File: src/rtl/hss_pkg.sv
// Shared definitions for the heart-sound envelope/peak pipeline.
package hss_pkg;

  localparam int unsigned DATA_W = 32;

  typedef enum logic [1:0] {
    ST_IDLE,
    ST_TRACK,
    ST_REFRACT
  } peak_state_e;

endpackage

File: src/rtl/env_window_buf.sv
// Circular window buffer: presents the value about to be overwritten
// (zero for slots not yet written since reset) and writes the new one.
module env_window_buf
  import hss_pkg::*;
#(
  parameter int unsigned WIN_LOG2 = 3
) (
  input  logic              clk,
  input  logic              rst,
  input  logic              wr_en,
  input  logic [DATA_W-1:0] wr_data,
  output logic [DATA_W-1:0] old_data
);

  localparam int unsigned DEPTH = 1 << WIN_LOG2;

  logic [DATA_W-1:0]   mem [DEPTH];
  logic [WIN_LOG2-1:0] wr_ptr;
  logic [WIN_LOG2:0]   fill;
  logic                full;

  // Fill saturates at DEPTH, so its top bit alone flags a full window.
  assign full     = fill[WIN_LOG2];
  assign old_data = full ? mem[wr_ptr] : '0;

  // Write pointer and fill counter advance once per accepted sample.
  always_ff @(posedge clk or posedge rst) begin
    if (rst) begin
      wr_ptr <= '0;
      fill   <= '0;
    end else if (wr_en) begin
      wr_ptr <= wr_ptr + WIN_LOG2'(1);
      if (!full) fill <= fill + (WIN_LOG2 + 1)'(1);
    end
  end

  // Sample storage; contents survive reset, the fill counter masks them.
  always_ff @(posedge clk) begin
    if (wr_en) mem[wr_ptr] <= wr_data;
  end

endmodule

File: src/rtl/hss_envelope_peak.sv
// Moving-average envelope of abs wavelet samples with thresholded peak
// detection and a refractory hold-off after each reported peak.
module hss_envelope_peak
  import hss_pkg::*;
#(
  parameter int unsigned WIN_LOG2 = 3,
  parameter int unsigned REFRACT  = 16
) (
  input  logic              CLK,
  input  logic              RST,
  input  logic [DATA_W-1:0] in_data,
  input  logic              in_valid,
  input  logic [DATA_W-1:0] threshold,
  output logic [DATA_W-1:0] env_data,
  output logic              env_valid,
  output logic              peak_valid,
  output logic [DATA_W-1:0] peak_value,
  output logic [DATA_W-1:0] peak_index
);

  localparam int unsigned SUM_W = DATA_W + WIN_LOG2;

  logic [SUM_W-1:0]  sum;
  logic [SUM_W-1:0]  sum_next;
  logic [DATA_W-1:0] old_data;
  logic [DATA_W-1:0] idx;
  logic [DATA_W-1:0] env_idx;

  peak_state_e       state, state_next;
  logic [DATA_W-1:0] max_val, max_val_next;
  logic [DATA_W-1:0] max_idx, max_idx_next;
  logic [DATA_W-1:0] rcnt, rcnt_next;
  logic              fire;

  env_window_buf #(
    .WIN_LOG2(WIN_LOG2)
  ) u_win (
    .clk     (CLK),
    .rst     (RST),
    .wr_en   (in_valid),
    .wr_data (in_data),
    .old_data(old_data)
  );

  // Sum always covers exactly the buffered samples, so it cannot underflow.
  assign sum_next = sum + SUM_W'(in_data) - SUM_W'(old_data);

  // Running sum, sample index and registered envelope output.
  always_ff @(posedge CLK or posedge RST) begin
    if (RST) begin
      sum       <= '0;
      idx       <= '0;
      env_idx   <= '0;
      env_data  <= '0;
      env_valid <= 1'b0;
    end else begin
      env_valid <= in_valid;
      if (in_valid) begin
        sum      <= sum_next;
        env_data <= DATA_W'(sum_next >> WIN_LOG2);
        env_idx  <= idx;
        idx      <= idx + DATA_W'(1);
      end
    end
  end

  // Peak FSM state, tracked maximum and registered peak report.
  always_ff @(posedge CLK or posedge RST) begin
    if (RST) begin
      state      <= ST_IDLE;
      max_val    <= '0;
      max_idx    <= '0;
      rcnt       <= '0;
      peak_valid <= 1'b0;
      peak_value <= '0;
      peak_index <= '0;
    end else begin
      state      <= state_next;
      max_val    <= max_val_next;
      max_idx    <= max_idx_next;
      rcnt       <= rcnt_next;
      peak_valid <= fire;
      if (fire) begin
        peak_value <= max_val;
        peak_index <= max_idx;
      end
    end
  end

  // Next-state logic; evaluated only when a fresh envelope sample is out.
  always_comb begin
    state_next   = state;
    max_val_next = max_val;
    max_idx_next = max_idx;
    rcnt_next    = rcnt;
    fire         = 1'b0;
    if (env_valid) begin
      case (state)
        ST_IDLE: begin
          if (env_data > threshold) begin
            state_next   = ST_TRACK;
            max_val_next = env_data;
            max_idx_next = env_idx;
          end
        end
        ST_TRACK: begin
          if (env_data > threshold) begin
            if (env_data > max_val) begin
              max_val_next = env_data;
              max_idx_next = env_idx;
            end
          end else begin
            fire       = 1'b1;
            rcnt_next  = DATA_W'(REFRACT);
            state_next = ST_REFRACT;
          end
        end
        ST_REFRACT: begin
          rcnt_next = rcnt - DATA_W'(1);
          if (rcnt == DATA_W'(1)) state_next = ST_IDLE;
        end
        default: state_next = ST_IDLE;
      endcase
    end
  end

endmodule

File: config.mk
export PLATFORM = sky130hd
export DESIGN_NAME = hss_envelope_peak
export DESIGN_NICKNAME = d
export VERILOG_FILES = /design/src/rtl/hss_pkg.sv /design/src/rtl/env_window_buf.sv /design/src/rtl/hss_envelope_peak.sv
export SDC_FILE = /design/constraint.sdc
export NUM_CORES = 1
export LEC_CHECK = 0
export BUFFER_PORTS_ARGS = -buffer_cell sky130_fd_sc_hd__buf_2
export CAP_MARGIN = 20
export CORE_ASPECT_RATIO = 1.75
export CORE_MARGIN = 2
export CORE_UTILIZATION = 55
export CTS_CLUSTER_DIAMETER = 80
export DETAILED_ROUTE_END_ITERATION = 8
export PLACE_DENSITY = 0.79
export SLEW_MARGIN = 20
export SYNTH_ARGS = -nofsm -noshare
export SYNTH_HDL_FRONTEND = slang
export SYNTH_SLANG_ARGS = --single-unit
File: constraint.sdc
create_clock -name CLK -period 11.2 [get_ports CLK]
set_input_delay 0.56 -clock CLK [delete_from_list [all_inputs] [get_ports CLK]]
set_output_delay 0.56 -clock CLK [all_outputs]
set_load 0.02 [all_outputs]
==> impl_metrics.py, run 1 <==
metrics = {
    "synthesis": {
        "synthCells": 1823,
        "yosys_warnings": 0,
        "syn-num-nets": 2026,
        "synth_edf_count": 256,
        "netlist_area_sq_um": 25030,
        "ys_seq_elements": 526,
        "synth.most_common_cell": "dfrtp_1",
        "synth_common_cells": "dfrtp_1, edfxtp_1, inv_1, mux2_2, ha_1",
        "synth_cell_types": 64,
        "ys.flop_type": "dfrtp_1",
        "synth_top_cell_by_area": "edfxtp_1",
        "async_flop_share_pct": 51.33,
        "yosys-top-cells-area": "edfxtp_1, dfrtp_1, mux2_2, mux4_2, ha_1",
        "yosysTopAreaCellShare_pct": 30.71,
        "ys_seq_area_share_pct": 57.70,
        "syn_avg_cell_area_sq_um": 13.73,
    },
    "placed_design": {
        "portBuffers": 164,
        "gp_congestion": 0.9122,
        "hpwl_um": 38450,
    },
    "global_routing": {
        "grtUsageTotal_pct": 23.38,
        "grt_pass1_vias": 15700,
        "gr-total-overflow": 0,
        "antenna_found_initial": 3,
        "grt_start_max_net_pins": 124,
        "grt_pass1_wl_um": 84900,
    },
    "detailed_routing": {
        "wire_per_inst_um": 20.96,
        "drt.antenna.violating_nets": 0,
        "via_per_inst": 5.720,
        "first_pass_iters": 5,
        "vias": 14770,
        "drtIter0Drc": 1141,
        "drc": 0,
        "wirelength_um": 54110,
    },
    "status": {
        "outcome": "finished, final reports clean",
    },
    "critical_path": {
        "reg2reg_from": "u_win.wr_ptr[0]",
        "crit_required_ns": 11.61,
        "crit_start": "u_win.wr_ptr[0]",
        "rr_endpoint": "env_data[24]",
        "startpoint_type": "flop",
        "worstPathCellList": "buf_4 > mux4_2 > mux2i_1 > nor2b_1 > fa_1 > inv_1 > ha_1 > o21ai_0 > o21bai_1 > a221oi_1 > o211ai_1 > o21ai_0 > o21ai_0 > xor2_1 > nand2_1 > o21ai_0",
        "worstSetupPathType": "reg2reg",
        "worstPathMaxFanout": 44,
        "r2r_cells": 16,
        "cp_slowest_cell": "dfrtp_4",
        "path_common_cell": "o21ai_0",
        "rrSetupSlack_ns": 5.64,
        "end_kind": "flop",
        "critPathMaxStageDelay_ns": 0.73,
        "crit_end": "env_data[24]",
        "arrival_ns": 5.97,
    },
    "clock_network": {
        "cts_resized": 0,
        "cts.sinks": 526,
        "holdBufCountCts": 0,
        "clkLatencyLatePin_ns": 0.57,
        "numCtsBuffers": 45,
        "cts_tree": "done",
        "clockRootBuffer": "clkbuf_16",
        "cts_setup_buffers": 0,
        "cts_max_path_buffers": 3,
        "path_clk_slew_ns": 0.07,
        "cts-htree-levels": 2,
    },
    "timing": {
        "fin_crit_sh_pct": 49.61,
        "hold_viol": 0,
        "setup_tns_ns": 0,
        "post-route-min-period_ns": 5.557,
        "tightest_slew_ns": 1.058,
        "rsz0062_at_grt": "false",
        "final-setup-viol-count": 0,
        "slew_headroom_pct": 29.36,
        "max_freq_mhz": 180.0,
        "slew_viol_final": 0,
        "skew_ns": 0.02522,
    },
    "floorplan": {
        "row_count": 103,
        "fp.dieH_um": 286.2,
        "die_w_um": 165.3,
        "initial_utilization_pct": 55.66,
        "coreArea_sq_um": 44980,
        "dieArea_sq_um": 47300,
        "pin_count": 165,
    },
    "layout": {
        "fillers": 3332,
        "drive_gt1_share_pct": 23.50,
        "syn_to_final_growth_pct": 10.80,
        "finalNetCount": 2172,
    },
    "run": {
        "drv_cap": 0,
    },
    "worst_hold_path": {
        "hp-class": "in2async",
    },
}
routing by layer:
layer  share of wire [%]  vias up  track usage, %
li1                    -     6758               -
met1                  37     7513           26.91
met2                  54      375           43.20
met3                 4.2      119           3.151
met4                 4.1        4           9.609
met5               0.039        -               0
worst max-delay path: cells and delay by family (launching register included):
kind,cells,cell delay [ns]
flip-flops,1,0.73
buffers and inverters,2,0.77
AO/OA/AOI/OAI,7,1.86
adder cells (fa/ha/maj),2,0.88
AND/OR/NAND/NOR,2,0.15
multiplexers,2,0.76
XOR/XNOR,1,0.18
placed cells by master, fill, tap and decap left out, types with 9 or more instances in the layout:
master	n
nor3_1	17
nor2b_1	39
clkbuf_1	9
buf_4	24
mux4_2	64
edfxtp_1	256
a21oi_1	53
dfrtp_1	267
clkinv_2	11
nand3_1	22
nand4_1	25
nand2b_1	15
buf_2	163
nand2_1	57
nor2_1	65
inv_1	200
mux2_1	12
nor4_1	12
mux2i_1	66
fa_1	32
o21ai_0	60
a21o_1	35
mux2_2	128
and3_1	15
xor2_1	29
xnor2_1	62
ha_1	104
clkbuf_16	46
state kept, by name, indices dropped and copies added, names as in the netlist, 4 cells and up:
name / count
u_win.fill: 4
u_win.mem: 256
rcnt: 32
max_idx: 32
env_data: 32
idx: 32
peak_value: 32
env_idx: 32
peak_index: 32
max_val: 32
layout make-up:
cell class              count  area, sq um  share of cell area, %
diodes                      1        2.502               0.009022
clock buffers              60         1254                  4.520
clock inverters            22        209.0                 0.7534
inverters                 201        762.0                  2.747
multi-input cells        1007         9329                  33.64
flip-flops and latches    526        14450                  52.10
well taps                 577        721.9                  2.603
repair buffers            188         1007                  3.632
logic make-up (layout without fill, tap and decap cells):
kind of cell,count (synthesis),count (layout),synth area share (%)
and+or+nand+nor,310,310,6.433
muxes,270,270,14.69
AOI/OAI and AO/OA,200,200,5.053
adders and majority gates,136,136,7.757
other,0,1,0
buffers and inverters,290,471,5.178
xor gates and xnor gates,91,91,3.184
DFF,526,526,57.70
worst min path at each step:
stage | from | end | slack, ns | depth (start not counted)
2_1_floorplan | rcnt[30] | rcnt[30] | 0.44 | 1
3_3_place_gp | rcnt[30] | rcnt[30] | 0.46 | 1
3_5_place_dp | idx[31] | idx[31] | 0.47 | 1
4_1_cts | RST | peak_index[14] | 0.20 | 2
5_1_grt | RST | peak_index[14] | 0.23 | 2
6_report | RST | peak_index[12] | 0.15 | 2
stage by stage:
step / cells / utilization [%] / hold slack, ns / instance area (sq um) / setup slack, ns
CTS: 2580 / 61.62 / 0.2020 / 27720 / 5.616
finish: 2582 / 61.67 / 0.1477 / 27740 / 5.643
global route: 2581 / 61.66 / 0.2291 / 27730 / 5.259
global placement: 2498 / 58.37 / 0.4569 / 26250 / 5.842
floorplan: 1823 / - / 0.4381 / 25030 / 3.201
detailed placement: 2498 / 58.37 / 0.4668 / 26250 / 5.662
Power of run 1 is left out: the tool's default activity adds up to more than one toggle a clock period on the data nets, which glitch-free logic cannot reach.
==> inputs of run 2 (changes only) <==
==> constraint.sdc (replaced) <==
create_clock -name CLK -period 5.6 [get_ports CLK]
set_input_delay 0.28 -clock CLK [delete_from_list [all_inputs] [get_ports CLK]]
set_output_delay 0.28 -clock CLK [all_outputs]
set_load 0.02 [all_outputs]
==> run 2 against run 1 <==
  * Sequential cell count stayed put
  * First-iteration DRC count is 8.9% lower
  * Maximum frequency is 9.3% higher
  * Utilization is 0.54 points higher
  * Critical path depth is 2 lower
  * Die area stayed put
  * Worst setup slack worse by 5.1 ns
  * Hold slack worse by 0.14 ns
  * Via count is 0.70% higher
  * Final cell count is 0.66% higher
  * Clock skew is 0.0032 ns lower
==> impl_metrics.py, run 2 (synthesis gave the netlist of run 1 again) <==
metrics = {
    "status": {
        "outcome": "finished, final reports clean",
    },
    "critical_path": {
        "arrival_ns": 5.52,
        "end_kind": "flop",
        "startpoint_type": "flop",
        "crit_required_ns": 6.04,
        "worstPathMaxFanout": 20,
        "worstSetupPathType": "reg2reg",
    },
    "global_routing": {
        "grt_start_max_net_pins": 191,
        "antenna_found_initial": 4,
        "grtUsageTotal_pct": 22.94,
        "grt_pass1_vias": 15600,
        "gr-total-overflow": 0,
        "grt_pass1_wl_um": 83540,
    },
    "placed_design": {
        "gp_congestion": 0.8807,
        "hpwl_um": 37250,
        "portBuffers": 164,
    },
    "clock_network": {
        "cts_tree": "done",
        "path_clk_slew_ns": 0.07,
        "clkLatencyLatePin_ns": 0.57,
        "numCtsBuffers": 45,
        "clockRootBuffer": "clkbuf_16",
        "cts.sinks": 526,
        "cts_max_path_buffers": 3,
        "cts_setup_buffers": 0,
        "cts-htree-levels": 2,
    },
    "detailed_routing": {
        "drc": 0,
        "wirelength_um": 53760,
        "drt.antenna.violating_nets": 0,
        "vias": 14870,
        "wire_per_inst_um": 20.69,
        "via_per_inst": 5.722,
        "drtIter0Drc": 1039,
        "first_pass_iters": 7,
    },
    "layout": {
        "syn_to_final_growth_pct": 11.77,
        "finalNetCount": 2189,
        "largest_register_ffs": 256,
        "final_cell_mix": "dfrtp_1, edfxtp_1, inv_1",
        "largest-register": "u_win.mem",
        "final_common_cell": "dfrtp_1",
        "drive_gt1_share_pct": 23.16,
    },
    "pwr": {
        "ir_drop_uv": 465.1,
        "powerDensity_nw_per_um2": 668.6,
        "power_leakage_nw": 12.34,
        "netSwitchingPower_w": 0.007833,
        "power.total_w": 0.01871,
        "swShare_pct": 41.87,
        "pwr-share-comb_pct": 52.8,
        "p_int_w": 0.01087,
        "power_frac_clock_pct": 16.7,
        "seqPwrFrac_pct": 30.5,
    },
    "timing": {
        "final-setup-viol-count": 0,
        "setup_tns_ns": 0,
        "slew_headroom_pct": 26.34,
        "hold_viol": 0,
        "max_freq_mhz": 196.8,
        "tightest_slew_ns": 1.095,
        "skew_ns": 0.02203,
        "post-route-min-period_ns": 5.082,
        "fin_crit_sh_pct": 90.75,
        "slew_viol_final": 0,
        "rsz0062_at_grt": "false",
    },
    "floorplan": {
        "coreArea_sq_um": 44980,
        "initial_utilization_pct": 55.66,
        "die_w_um": 165.3,
        "row_count": 103,
        "pin_count": 165,
        "fp.dieH_um": 286.2,
        "dieArea_sq_um": 47300,
    },
    "worst_hold_path": {
        "hp-class": "in2reg",
    },
    "run": {
        "drv_cap": 0,
    },
}
==> run 2: changes by cell type in the layout (fill, tap and decap cells not counted), moves of 2 or more <==
| cell | delta |
|---|---|
| clkinv_1 | +2 |
| clkinv_2 | -5 |
| clkinvlp_4 | +5 |
| buf_4 | -6 |
| dlygate4sd3_1 | +19 |
| buf_12 | +3 |
==> run 2: cell type report <==
cell class	count	area (sq um)
antenna	1	2.502
clock buffer	59	1250
clock inverter	23	232.7
fill	3291	17000
inverter	201	758.2
multi-input combinational	1007	9324
sequential	526	14450
tap	577	721.9
timing repair buffer	205	1240
==> run 2: metal layers <==
metal / wire, um / vias up / global-route usage (%)
li1: - / 6786 / -
met1: 20090 / 7549 / 26.08
met2: 28710 / 390 / 42.01
met3: 2287 / 141 / 3.353
met4: 2631 / 6 / 10.48
met5: 34 / - / 0
==> run 2: final timing paths <==
kind	from	to	slack (ns)	cells after the start
max	u_win.wr_ptr[0]	env_data[25]	0.52	14
min	in_data[28]	u_win.mem[4][28]	0.01	1
max reg2reg	u_win.wr_ptr[0]	env_data[25]	0.52	14
min reg2reg	peak_index[31]	peak_index[31]	0.48	1
max in group asynchronous	RST	peak_value[8]	3.79	5
min in group asynchronous	RST	peak_value[25]	0.37	3
==> run 2: metrics by stage <==
step | instances | hold WS [ns] | setup WS (ns) | utilization (%) | area, sq um
after global placement | 2496 | 0.4195 | 0.5098 | 58.41 | 26270
after global routing | 2599 | 0.01854 | 0.1336 | 62.21 | 27980
after floorplan | 1823 | 0.3114 | 0.5141 | - | 25040
final | 2599 | 0.01068 | 0.5180 | 62.21 | 27980
after detailed placement | 2496 | 0.4095 | 0.4200 | 58.41 | 26270
after CTS | 2597 | 0.0002490 | 0.3617 | 62.13 | 27950
==> run 2: what timing repair did <==
| item | CTS | global route |
|---|---|---|
| endpoints found under the setup margin | 0 | 1 |
| gates resized for setup | 0 | 1 |
| hold endpoints to repair | 159 | 0 |
| hold buffers | 19 | 0 |
==> run 2: worst max-delay path: stages, from the launching register on <==
cell      delay [ns]
dfrtp_4         0.69
buf_4           0.36
mux4_2          0.53
mux2_2          0.27
nand2_1         0.08
fa_1            0.43
ha_1            0.37
o211ai_1        0.14
a21oi_1         0.35
a211o_1         0.30
a221oi_1        0.16
o311ai_0        0.76
o21ai_0         0.25
nand4b_1        0.14
o211ai_1        0.09
==> run 2: power by group through the flow <==
stage                     Combinational, W  Clock [W]  Sequential [W]
final                              0.00987    0.00313         0.00571
after global routing                0.0109    0.00333         0.00581
after CTS                          0.00983    0.00320         0.00572
after detailed placement           0.00975          0         0.00578
after global placement             0.00950          0         0.00573
after floorplan                    0.00753          0         0.00560
(Power assumes the default switching activity.)
==> inputs of run 3 (changes only) <==
--- a/config.mk
+++ b/config.mk
@@ -7,12 +7,15 @@
 export LEC_CHECK = 0
 export BUFFER_PORTS_ARGS = -buffer_cell sky130_fd_sc_hd__buf_2
 export CAP_MARGIN = 20
+export CELL_PAD_IN_SITES_DETAIL_PLACEMENT = 1
+export CELL_PAD_IN_SITES_GLOBAL_PLACEMENT = 1
 export CORE_ASPECT_RATIO = 1.75
 export CORE_MARGIN = 2
-export CORE_UTILIZATION = 55
+export CORE_UTILIZATION = 51
 export CTS_CLUSTER_DIAMETER = 80
 export DETAILED_ROUTE_END_ITERATION = 8
-export PLACE_DENSITY = 0.79
+export PLACE_DENSITY = 0.86
+export REMOVE_ABC_BUFFERS = 1
 export SLEW_MARGIN = 20
 export SYNTH_ARGS = -nofsm -noshare
 export SYNTH_HDL_FRONTEND = slang
==> run 3 against run 2 <==
  * Die area grew 7.7%
  * Cell area is 0.84% higher
  * First-iteration DRC count up 0.96%
  * Highest routed layer is now met4
==> impl_metrics.py, run 3 (synthesis gave the netlist of run 1 again) <==
metrics = {
    "status": {
        "outcome": "finished, final reports clean",
    },
    "detailed_routing": {
        "first_pass_iters": 4,
        "drtIter0Drc": 1049,
        "via_per_inst": 5.718,
        "drt.antenna.violating_nets": 0,
        "wirelength_um": 62390,
        "vias": 15330,
        "wire_per_inst_um": 23.28,
        "drc": 0,
    },
    "clock_network": {
        "path_clk_slew_ns": 0.07,
        "cts_tree": "done",
        "cts-htree-levels": 2,
        "clockRootBuffer": "clkbuf_16",
        "cts.sinks": 526,
        "numCtsBuffers": 47,
        "cts_max_path_buffers": 3,
        "clkLatencyLatePin_ns": 0.57,
    },
    "floorplan": {
        "die_w_um": 171.5,
        "coreArea_sq_um": 48600,
        "initial_utilization_pct": 51.51,
        "dieArea_sq_um": 50940,
        "pin_count": 165,
        "fp.dieH_um": 297.1,
        "row_count": 107,
    },
    "critical_path": {
        "end_kind": "flop",
        "worstPathMaxFanout": 14,
        "worstSetupPathType": "reg2reg",
        "arrival_ns": 5.66,
        "crit_start": "u_win.wr_ptr[0]",
        "startpoint_type": "flop",
        "reg2reg_from": "u_win.wr_ptr[0]",
        "crit_required_ns": 6.07,
    },
    "timing": {
        "fin_crit_sh_pct": 92.78,
        "slew_headroom_pct": 28.95,
        "setup_tns_ns": 0,
        "whs_ns": 0.02048,
        "rsz0062_at_grt": "false",
        "final-setup-viol-count": 0,
        "hold_viol": 0,
        "skew_ns": 0.02987,
        "post-route-min-period_ns": 5.196,
        "tightest_slew_ns": 1.065,
        "slew_viol_final": 0,
        "max_freq_mhz": 192.5,
    },
    "placed_design": {
        "gp_congestion": 0.8375,
        "hpwl_um": 43150,
        "portBuffers": 164,
    },
    "layout": {
        "largest-register": "u_win.mem",
        "syn_to_final_growth_pct": 12.71,
        "final_cell_mix": "dfrtp_1, edfxtp_1, inv_1",
        "final_common_cell": "dfrtp_1",
        "largest_register_ffs": 256,
        "finalNetCount": 2192,
        "drive_gt1_share_pct": 23.52,
    },
    "global_routing": {
        "grt_pass1_vias": 17260,
        "gr-total-overflow": 0,
        "antenna_found_initial": 2,
        "grt_pass1_wl_um": 96790,
        "grtUsageTotal_pct": 24.83,
        "grt_start_max_net_pins": 150,
    },
    "worst_hold_path": {
        "hp-class": "in2reg",
        "hold_start": "in_data[25]",
    },
    "run": {
        "drv_cap": 0,
    },
}
## run 3: cell types whose count changed in the layout (fill, tap and decap cells not counted), moves of 2 or more
cell / change
buf_4: +6
nor2_2: -2
nor2_4: +2
clkinvlp_4: -5
bufinv_16: +4
clkbuf_16: +3
dlygate4sd3_1: -3
## run 3: area by class of cell
type,instances,area (sq um)
flip-flops and latches,526,14450
repair buffers,206,1216
inverters,201,762.0
clock inverters,23,305.3
fillers,4735,20380
well taps,654,818.3
diodes,2,5.005
multi-input cells,1007,9334
clock buffers,61,1321
## run 3: worst max-delay path, cell delays in order, from the launching register on
cell and delay (ns):
dfrtp_4 0.62, buf_12 0.22, mux4_2 0.52, mux2i_1 0.14
nor2b_1 0.07, ha_1 0.28, inv_1 0.04, ha_1 0.19
fa_1 0.43, a211o_1 0.28, o211ai_1 0.12, a21oi_1 0.18
a211o_1 0.39, a221oi_1 0.57, o311ai_0 0.39, o21ai_0 0.35
nand4b_1 0.13, o211ai_1 0.14
## run 3: worst paths after layout
check	to	slack, ns	depth (start not counted)
setup / recovery	env_data[25]	0.40	17
hold / removal	u_win.mem[4][25]	0.02	1
setup reg to reg	env_data[25]	0.40	17
hold reg to reg	idx[31]	0.47	1
max in group asynchronous	peak_index[31]	3.77	4
min in group asynchronous	peak_valid	0.42	3
## run 3: metal layers
metal	track usage [%]	part of all wire, %	routed length (um)	up-vias
li1	-	-	-	6779
met1	27.63	37	22980	7950
met2	45.61	54	33910	413
met3	2.980	3.4	2127	183
met4	12.97	5.4	3377	0
met5	0	0	0	-
## run 3: through the flow
| step | worst slack [ns] | util (%) | cells | instance area (sq um) |
|---|---|---|---|---|
| after global placement | 0.5208 | 54.30 | 2577 | 26390 |
| after detailed placement | 0.3501 | 54.32 | 2577 | 26400 |
| after global routing | 0.07187 | 58.05 | 2679 | 28210 |
| final | 0.4045 | 58.06 | 2680 | 28210 |
| after floorplan | -4.659 | - | 1734 | 24490 |
| after CTS | 0.3331 | 58.00 | 2677 | 28190 |
## run 3: timing repair
action | in CTS | in global routing
setup endpoints to repair | 0 | 2
gates resized for setup | 0 | 1
endpoints found under the hold margin | 235 | 0
hold buffers | 16 | 0
buffers inserted | 0 | 1
Power of run 3 is left out for the same reason.
